**src/rtl/replay_buffer.sv**
```systemverilog
// replay_buffer: transmit retry buffer holding sent packets until ACK, replaying them on NAK
module replay_buffer #(
  parameter int PACKET_SIZE = 128,
  parameter int DEPTH = 8,
  parameter int SEQ_WIDTH = 12
) (
  input  logic                      clk,
  input  logic                      reset,
  input  logic                      in_valid,
  output logic                      in_ready,
  input  logic [PACKET_SIZE+31:0]   in_pkt,
  output logic                      out_valid,
  input  logic                      out_ready,
  output logic [PACKET_SIZE+31:0]   out_pkt,
  output logic [SEQ_WIDTH-1:0]      out_seq,
  input  logic                      ack_valid,
  input  logic                      nak_valid,
  input  logic [SEQ_WIDTH-1:0]      ackd_seq,
  output logic                      full,
  output logic                      empty,
  output logic [1:0]                replay_num,
  output logic                      num_rollover
);
  localparam int W = PACKET_SIZE + 32;
  localparam int AW = $clog2(DEPTH);
  typedef enum logic {NORMAL, REPLAY} state_t;
  state_t state_q, state_d;
  logic [AW-1:0] head_q, head_d, tail, send_ptr;
  logic [AW:0] count_q, count_d, sent_q, sent_d, sent_eff, purge;
  logic [SEQ_WIDTH-1:0] next_seq_q, next_seq_d, head_seq, n;
  logic [1:0] replay_q, replay_d, replay_base;
  logic roll_q, roll_d, accept, fire, legal, restart;
  logic [W-1:0] mem [DEPTH];
  // The send pointer is kept as a sent-count so that full-and-all-sent is unambiguous
  assign tail = head_q + count_q[AW-1:0];
  assign send_ptr = head_q + sent_q[AW-1:0];
  assign head_seq = next_seq_q - SEQ_WIDTH'(count_q);
  assign out_seq = head_seq + SEQ_WIDTH'(sent_q);
  assign out_pkt = mem[send_ptr];
  assign full = count_q == (AW+1)'(DEPTH);
  assign empty = count_q == '0;
  assign replay_num = replay_q;
  assign num_rollover = roll_q;
  // Output decode: handshake availability depends only on registered state
  always_comb begin
    in_ready = !full && state_q == NORMAL;
    out_valid = sent_q < count_q;
  end
  // Next-state: purge on legal ACK/NAK, accept, send, and replay restart/completion
  always_comb begin
    accept = in_valid && in_ready;
    fire = out_valid && out_ready;
    sent_eff = sent_q + (AW+1)'(fire);
    n = ackd_seq - head_seq + SEQ_WIDTH'(1);
    legal = (ack_valid || nak_valid) && n <= SEQ_WIDTH'(sent_eff);
    purge = legal ? (AW+1)'(n) : '0;
    count_d = count_q + (AW+1)'(accept) - purge;
    restart = legal && nak_valid && count_d != '0;
    replay_base = (legal && n != '0) ? 2'd0 : replay_q;
    replay_d = restart ? replay_base + 2'd1 : replay_base;
    roll_d = restart && replay_base == 2'd3;
    sent_d = restart ? '0 : sent_eff - purge;
    head_d = head_q + AW'(purge);
    next_seq_d = next_seq_q + SEQ_WIDTH'(accept);
    state_d = restart ? REPLAY : (state_q == REPLAY && sent_d == count_d) ? NORMAL : state_q;
  end
  // State register with asynchronous reset
  always_ff @(posedge clk or posedge reset) begin
    if (reset) begin
      state_q <= NORMAL;
      head_q <= '0;
      count_q <= '0;
      sent_q <= '0;
      next_seq_q <= '0;
      replay_q <= '0;
      roll_q <= 1'b0;
    end else begin
      state_q <= state_d;
      head_q <= head_d;
      count_q <= count_d;
      sent_q <= sent_d;
      next_seq_q <= next_seq_d;
      replay_q <= replay_d;
      roll_q <= roll_d;
    end
  end
  // Packet storage, written at tail on accept and never cleared
  always_ff @(posedge clk) begin
    if (accept) mem[tail] <= in_pkt;
  end
endmodule

```
**config.mk**
```make
export PLATFORM = sky130hd
export DESIGN_NAME = replay_buffer
export DESIGN_NICKNAME = d
export VERILOG_FILES = /design/src/rtl/replay_buffer.sv
export SDC_FILE = /design/constraint.sdc
export NUM_CORES = 2
export LEC_CHECK = 0
export ABC_AREA = 1
export ABC_CLOCK_PERIOD_IN_PS = 23800
export BUFFER_PORTS_ARGS = -buffer_cell sky130_fd_sc_hd__buf_4
export CAP_MARGIN = 20
export CORE_UTILIZATION = 37
export CTS_BUF_LIST = sky130_fd_sc_hd__clkbuf_8
export CTS_CLUSTER_DIAMETER = 200
export DETAILED_ROUTE_END_ITERATION = 7
export SYNTH_ARGS = -nofsm -noshare
export SYNTH_HDL_FRONTEND = slang
export SYNTH_SLANG_ARGS = --single-unit
```
**constraint.sdc**
```tcl
create_clock -name clk -period 23.8 [get_ports clk]
set_input_delay 1.19 -clock clk [delete_from_list [all_inputs] [get_ports clk]]
set_output_delay 1.19 -clock clk [all_outputs]
set_load 0.05 [all_outputs]
```
# Word-level counts from Yosys, hierarchy flattened

Memory sizes are Yosys's and may differ from the RTL's.
Cells that the tools add are included.
Widths: inputs -> output; s select.

Add/subtract/negate cells: 13
Multiply operators: 0
Div/mod/pow operators: 0
Order comparisons: 2
Eq/ne operators: 3
Shift operators: 0
Multiplexer cells: 8
Bitwise gates (word level): 1
Reduce and logical (&&, ||, !) cells: 15

Operators with widths:

| operator              | count |
|---|---|
| $add 12x1->12         | 1 |
| $add 12x1->12 const B | 1 |
| $add 12x4->12         | 1 |
| $le 12x4->1           | 1 |
| $reduce_bool 12->1    | 1 |
| $sub 12x12->12        | 1 |
| $sub 12x4->12         | 1 |
| $add 3x3->3           | 3 |
| $logic_and 1x1->1     | 9 |
| $add 4x1->4           | 2 |
| $mux 4                | 2 |
| $sub 4x4->4           | 2 |
| $eq 4x4->1            | 1 |
| $eq 4x4->1 const B    | 1 |
| $logic_not 4->1       | 1 |
| $lt 4x4->1            | 1 |
| $mux 1                | 4 |
| $mux 2                | 2 |
| $reduce_bool 4->1     | 1 |
| $add 2x1->2 const B   | 1 |
| $eq 2x2->1 const B    | 1 |
| $reduce_bool 2->1     | 1 |
| $logic_not 1->1       | 1 |
| $logic_or 1x1->1      | 1 |
| $not 1->1             | 1 |

Flip-flop bits (word level): 27
Latch bits: 0
Bits in writable memories: 1,280
Memory bits (read-only): 0
Memories: 1

Memories:

| memory | depth | bits a word | rd ports | clocked after Yosys merged registers in | wr ports | line | RTL |
|---|---|---|---|---|---|---|---|
| mem    | 8     | 160         | 1        | 0                                       | 1        | 33   | `logic [W-1:0] mem [DEPTH];` |

# Longest topological paths before layout

Depth after elaboration: 14
Gate-level depth with buffers: 41
Gate-level depth less buffers: 40

# Least setup slack after synthesis

Ideal clock, no wire load.

Kind: reg-to-reg
Start point: reg count_q[1]
End point: mem mem[0][0] (netlist bit), enable pin
Arrival time: 8.691 ns
Required time: 23.118 ns
Setup slack: 14.427 ns
Cell stages (with the launch flop): 8
Buffers on the path: 0
Path through: dfrtp_1 nor2_1 inv_1 nor3_1 nor2_1 nand2_1 or2_2 nor2_1

Word-level cells in the longest chain between the ends: 6
Elaborated cells on any way between the ends: 7
Classes of those cells: 1 x add/sub; 1 x eq/ne; 2 x mux; 3 x reduce/logical

RTL lines:

| element                      | line | RTL |
|---|---|---|
| from (decl)                  | 29   | `logic [AW:0] count_q, count_d, sent_q, sent_d, sent_eff, purge;` |
| from (signal assigned)       | 80   | `count_q <= count_d;` |
| $eq 4x4->1                   | 40   | `assign full = count_q == (AW+1)'(DEPTH);` |
| net full                     | 19   | `output logic full,` |
| $logic_not 1->1              | 46   | `in_ready = !full && state_q == NORMAL;` |
| $logic_and 1x1->1            | 46   |  |
| net in_ready                 | 10   | `output logic in_ready,` |
| $logic_and 1x1->1            | 51   | `accept = in_valid && in_ready;` |
| $mux 1                       | 89   | `if (accept) mem[tail] <= in_pkt;` |
| $mux 1 (implied by the code) | 89   |  |
| to (decl)                    | 33   |  |

The timed path passes the listed nets, and every way through them passes these cells.

# Worst setup path after layout

Start point: reg sent_q[0]
End point: out out_pkt[68]

Word-level cells in the longest chain between the ends: 2

RTL lines:

| element                | line | RTL |
|---|---|---|
| from (decl)            | 29   |  |
| from (signal assigned) | 81   | `sent_q <= sent_d;` |
| $add 3x3->3            | 36   | `assign send_ptr = head_q + sent_q[AW-1:0];` |
| $mem_v2 8x160          | --   |  |
| to (decl)              | 14   | `output logic [PACKET_SIZE+31:0] out_pkt,` |

No other way between the ends.

==> summary.md <==
| Metric | Value |
|---|---|
| Drt pass-1 iters | 5 |
| Syn nets | 4274 |
| Reg area | 39100 µm² |
| Slowest-stage cell, CP | buf_4 |
| Starting density of the core | 37.2% |
| Slew Limit Fails | 0 |
| Reg-to-Reg End | state_q |
| Final hold vios | 0 |
| Global-route wire length before repair | 182 mm |
| Ys Warns | 0 |
| Mapped Avg Cell Area | 13.2 µm² |
| Worst Reg-to-Reg Cells | 30 |
| Layout Nets | 4657 |
| CP max FO | 99 |
| Tot GR Track Use | between 10% and 20% |
| Maximum clock path buffer count | 3 |
| Die extent in x | 382 µm |
| Via density | 4.91 |
| IO Pins | 357 |
| FF+latch count, synth | 1307 |
| CP delay by family, top | buffers and inverters |
| Max Cap Viol | 0 |
| Die ar. | between 100000 and 150000 µm² |
| Area fraction of the dominant cell type after synthesis | 71.9% |
| Worst EP arrival | 7.24 ns |
| # port buffers | approximately 360 |
| Count leader, synth | edfxtp_1 |
| Die Y-Extent | 382 µm |
| Crit Path Class | flop to primary output |
| Routed len/inst | about 18 µm |
| # resized after CTS | 0 |
| RSZ-0062 raised after global routing | no |
| Fmax | 119 MHz |
| Area delta synth->final | 16.0% |
| Mapped Cells | 4036 |
| Clock transition at path regs | 0.06 ns |
| Crit-path most repeated cell | buf_4 |
| Unique masters post-synth | 35 |
| CTS Buf Count | 209 |
| Footprint of the multi-input gates | 11400 µm² |
| Rel. slew slack | 27.4% |
| Synth area leaders | edfxtp_1 (72%), o21ai_0 (4.5%), inv_1 (3.9%) |
| Clk root buf | clkbuf_8 |
| Routed vias | around 32000 |
| Setup TNS | 0 ns |
| Worst r2r src | count_q[0] |
| Fin crit share | 35.4% |
| Initial DRC Count | 1977 |
| Fin crit period | between 8 and 9 ns |
| Worst-Margin Slew | 1.09 ns |
| Crit path launch | sent_q[0] |
| Cell Chain, Critical Path | ha_4 > buf_4 > buf_4 > buf_4 > buf_16 > buf_4 > buf_4 > mux2i_1 > o21ai_0 > nor2_1 > a31oi_1 > buf_4 |
| Final wirelength | 120 mm |
| Post-Syn Area | roughly 53000 µm² |
| Clk Latency, worst-skew pair | around 0.96 ns |
| CTS tree | done |
| Synth area leader | edfxtp_1 |
| Hold_buf cts | 0 |
| Post-DRT Antenna Nets | 0 |
| Top FF cell, synth | edfxtp_1 |
| Flop2flop setup slack | 17.32 ns |
| Largest net degree at the start of global routing | 230 |
| Vias in the first global route | between 30000 and 40000 |
| Post-synth top cells | edfxtp_1 (1280), inv_1 (556), o21ai_0 (483) |
| Setup Skew | 0.0880 ns |
| Remaining Overflow, GRT | 0 |
| Hold/Removal Path Class | input pin to async pin |
| Startpoint Class | flop |
| Rows | around 140 |
| CP peak stage delay | 0.86 ns |
| Post-DP HPWL | approximately 63 mm |
| Outcome | complete, no violations |
| Initial antenna violation count | 19 |
| Post CTS Setup Buffer Count | 0 |
| Seq/Total Area, Yosys | 73.2% |
| Core footprint | 143000 µm² |
| Bufs and invs on worst path | 7 |
| Layout fillers | between 10000 and 15000 |
| Share of layout cells above drive strength 1 | 15.1% |
| DRC viols | 0 |
| # setup viols final | 0 |
| Req. time, crit path | 22.61 ns |
| Num Clock Sinks | 1307 |
| Critical Path End Type | primary output |
| GPL Wtd Cong | between 0.7 and 0.8 |
| Number of synthesized flops with an enable pin | 1280 |
| H-tree depth | 4 |
| Fraction of registers with async set or reset after synthesis | just over 2% |
[per-stage QoR]
| stage | instance area [µm²] | cells | setup WS (ns) | util, % | hold slack, ns |
|---|---|---|---|---|---|
| 4_1_cts | 61900 | 6489 | 14.89 | 43.2 | 0.249 |
| 3_5_place_dp | 58100 | 6110 | 15.93 | 40.5 | 0.465 |
| 6_report | 62000 | 6499 | 15.37 | 43.2 | 0.359 |
| 3_3_place_gp | 58100 | 6110 | 16.04 | 40.5 | 0.457 |
| 2_1_floorplan | 53400 | 4036 | 14.43 | - | 0.442 |
| 5_1_grt | 62000 | 6497 | 14.68 | 43.2 | 0.292 |
[cells by family (layout without fill, tap and decap cells)]
group                    count (synthesis)  in the layout  share of synthesized area, %
XOR/XNOR                                46             46                         0.754
adder cells (fa/ha/maj)                 60             60                          1.52
buffers and inverters                  790           1341                          5.61
multiplexers                           160            160                          3.00
other                                    0              9                             0
AO/OA/AOI/OAI                         1144           1144                          11.9
flip-flops                            1307           1307                          73.2
AND/OR/NAND/NOR                        529            529                          4.06
[worst max-delay path by stage]
stage / cells past startpoint / slack, ns / endpoint
global placement: 11 / 16.04 / out_pkt[49]
floorplan: 7 / 14.43 / mem[0][0]
global route: 12 / 14.68 / out_pkt[68]
CTS: 11 / 14.89 / out_pkt[49]
finish: 12 / 15.37 / out_pkt[68]
detailed placement: 11 / 15.93 / out_pkt[49]
[metal layers]
metal	track usage, %	up-vias	share of wire (%)
met5	0	-	0.13
met4	5.44	26	2.3
met3	4.93	237	6.7
met2	25.8	764	47
met1	21.0	15600	43
li1	-	15300	-
[cells in the final DEF (no fill, tap or decap), types with 7 or more instances in the layout]
master       n
edfxtp_1  1280
inv_1      621
o21ai_0    483
buf_4      397
a21oi_1    335
nand2_1    253
clkbuf_8   209
nor2_1     195
a31oi_1    161
o211ai_1   160
mux2i_1    160
clkinv_1    64
ha_1        51
xor2_1      35
nand3_1     27
dfrtp_1     27
clkinv_2    21
nand2_2     11
xnor2_1     10
diode_2      9
nor2_4       8
nand3b_1     7
nand4_1      7
fa_1         7
[registers in the layout, summed over array words and instances, names as in the netlist]
signal / flops
replay_num: 2
count_q: 4
num_rollover: 1
next_seq_q: 12
sent_q: 4
head_q: 3
mem: 1280
state_q: 1
[worst min-delay path: stages]
cell and delay (ns):
buf_4 0.11, inv_1 0.04, buf_4 0.33
[cell type report]
cell class | count | area share (%)
sequential | 1307 | 63.1
multi-input combinational | 1939 | 18.4
timing repair buffer | 404 | 5.05
clock buffer | 209 | 4.64
tap | 1903 | 3.84
inverter | 558 | 3.39
clock inverter | 170 | 1.52
antenna | 9 | 0.0363
Power is not shown: default switching activity piles up to over one toggle a cycle in this logic, so the estimate is an artifact.
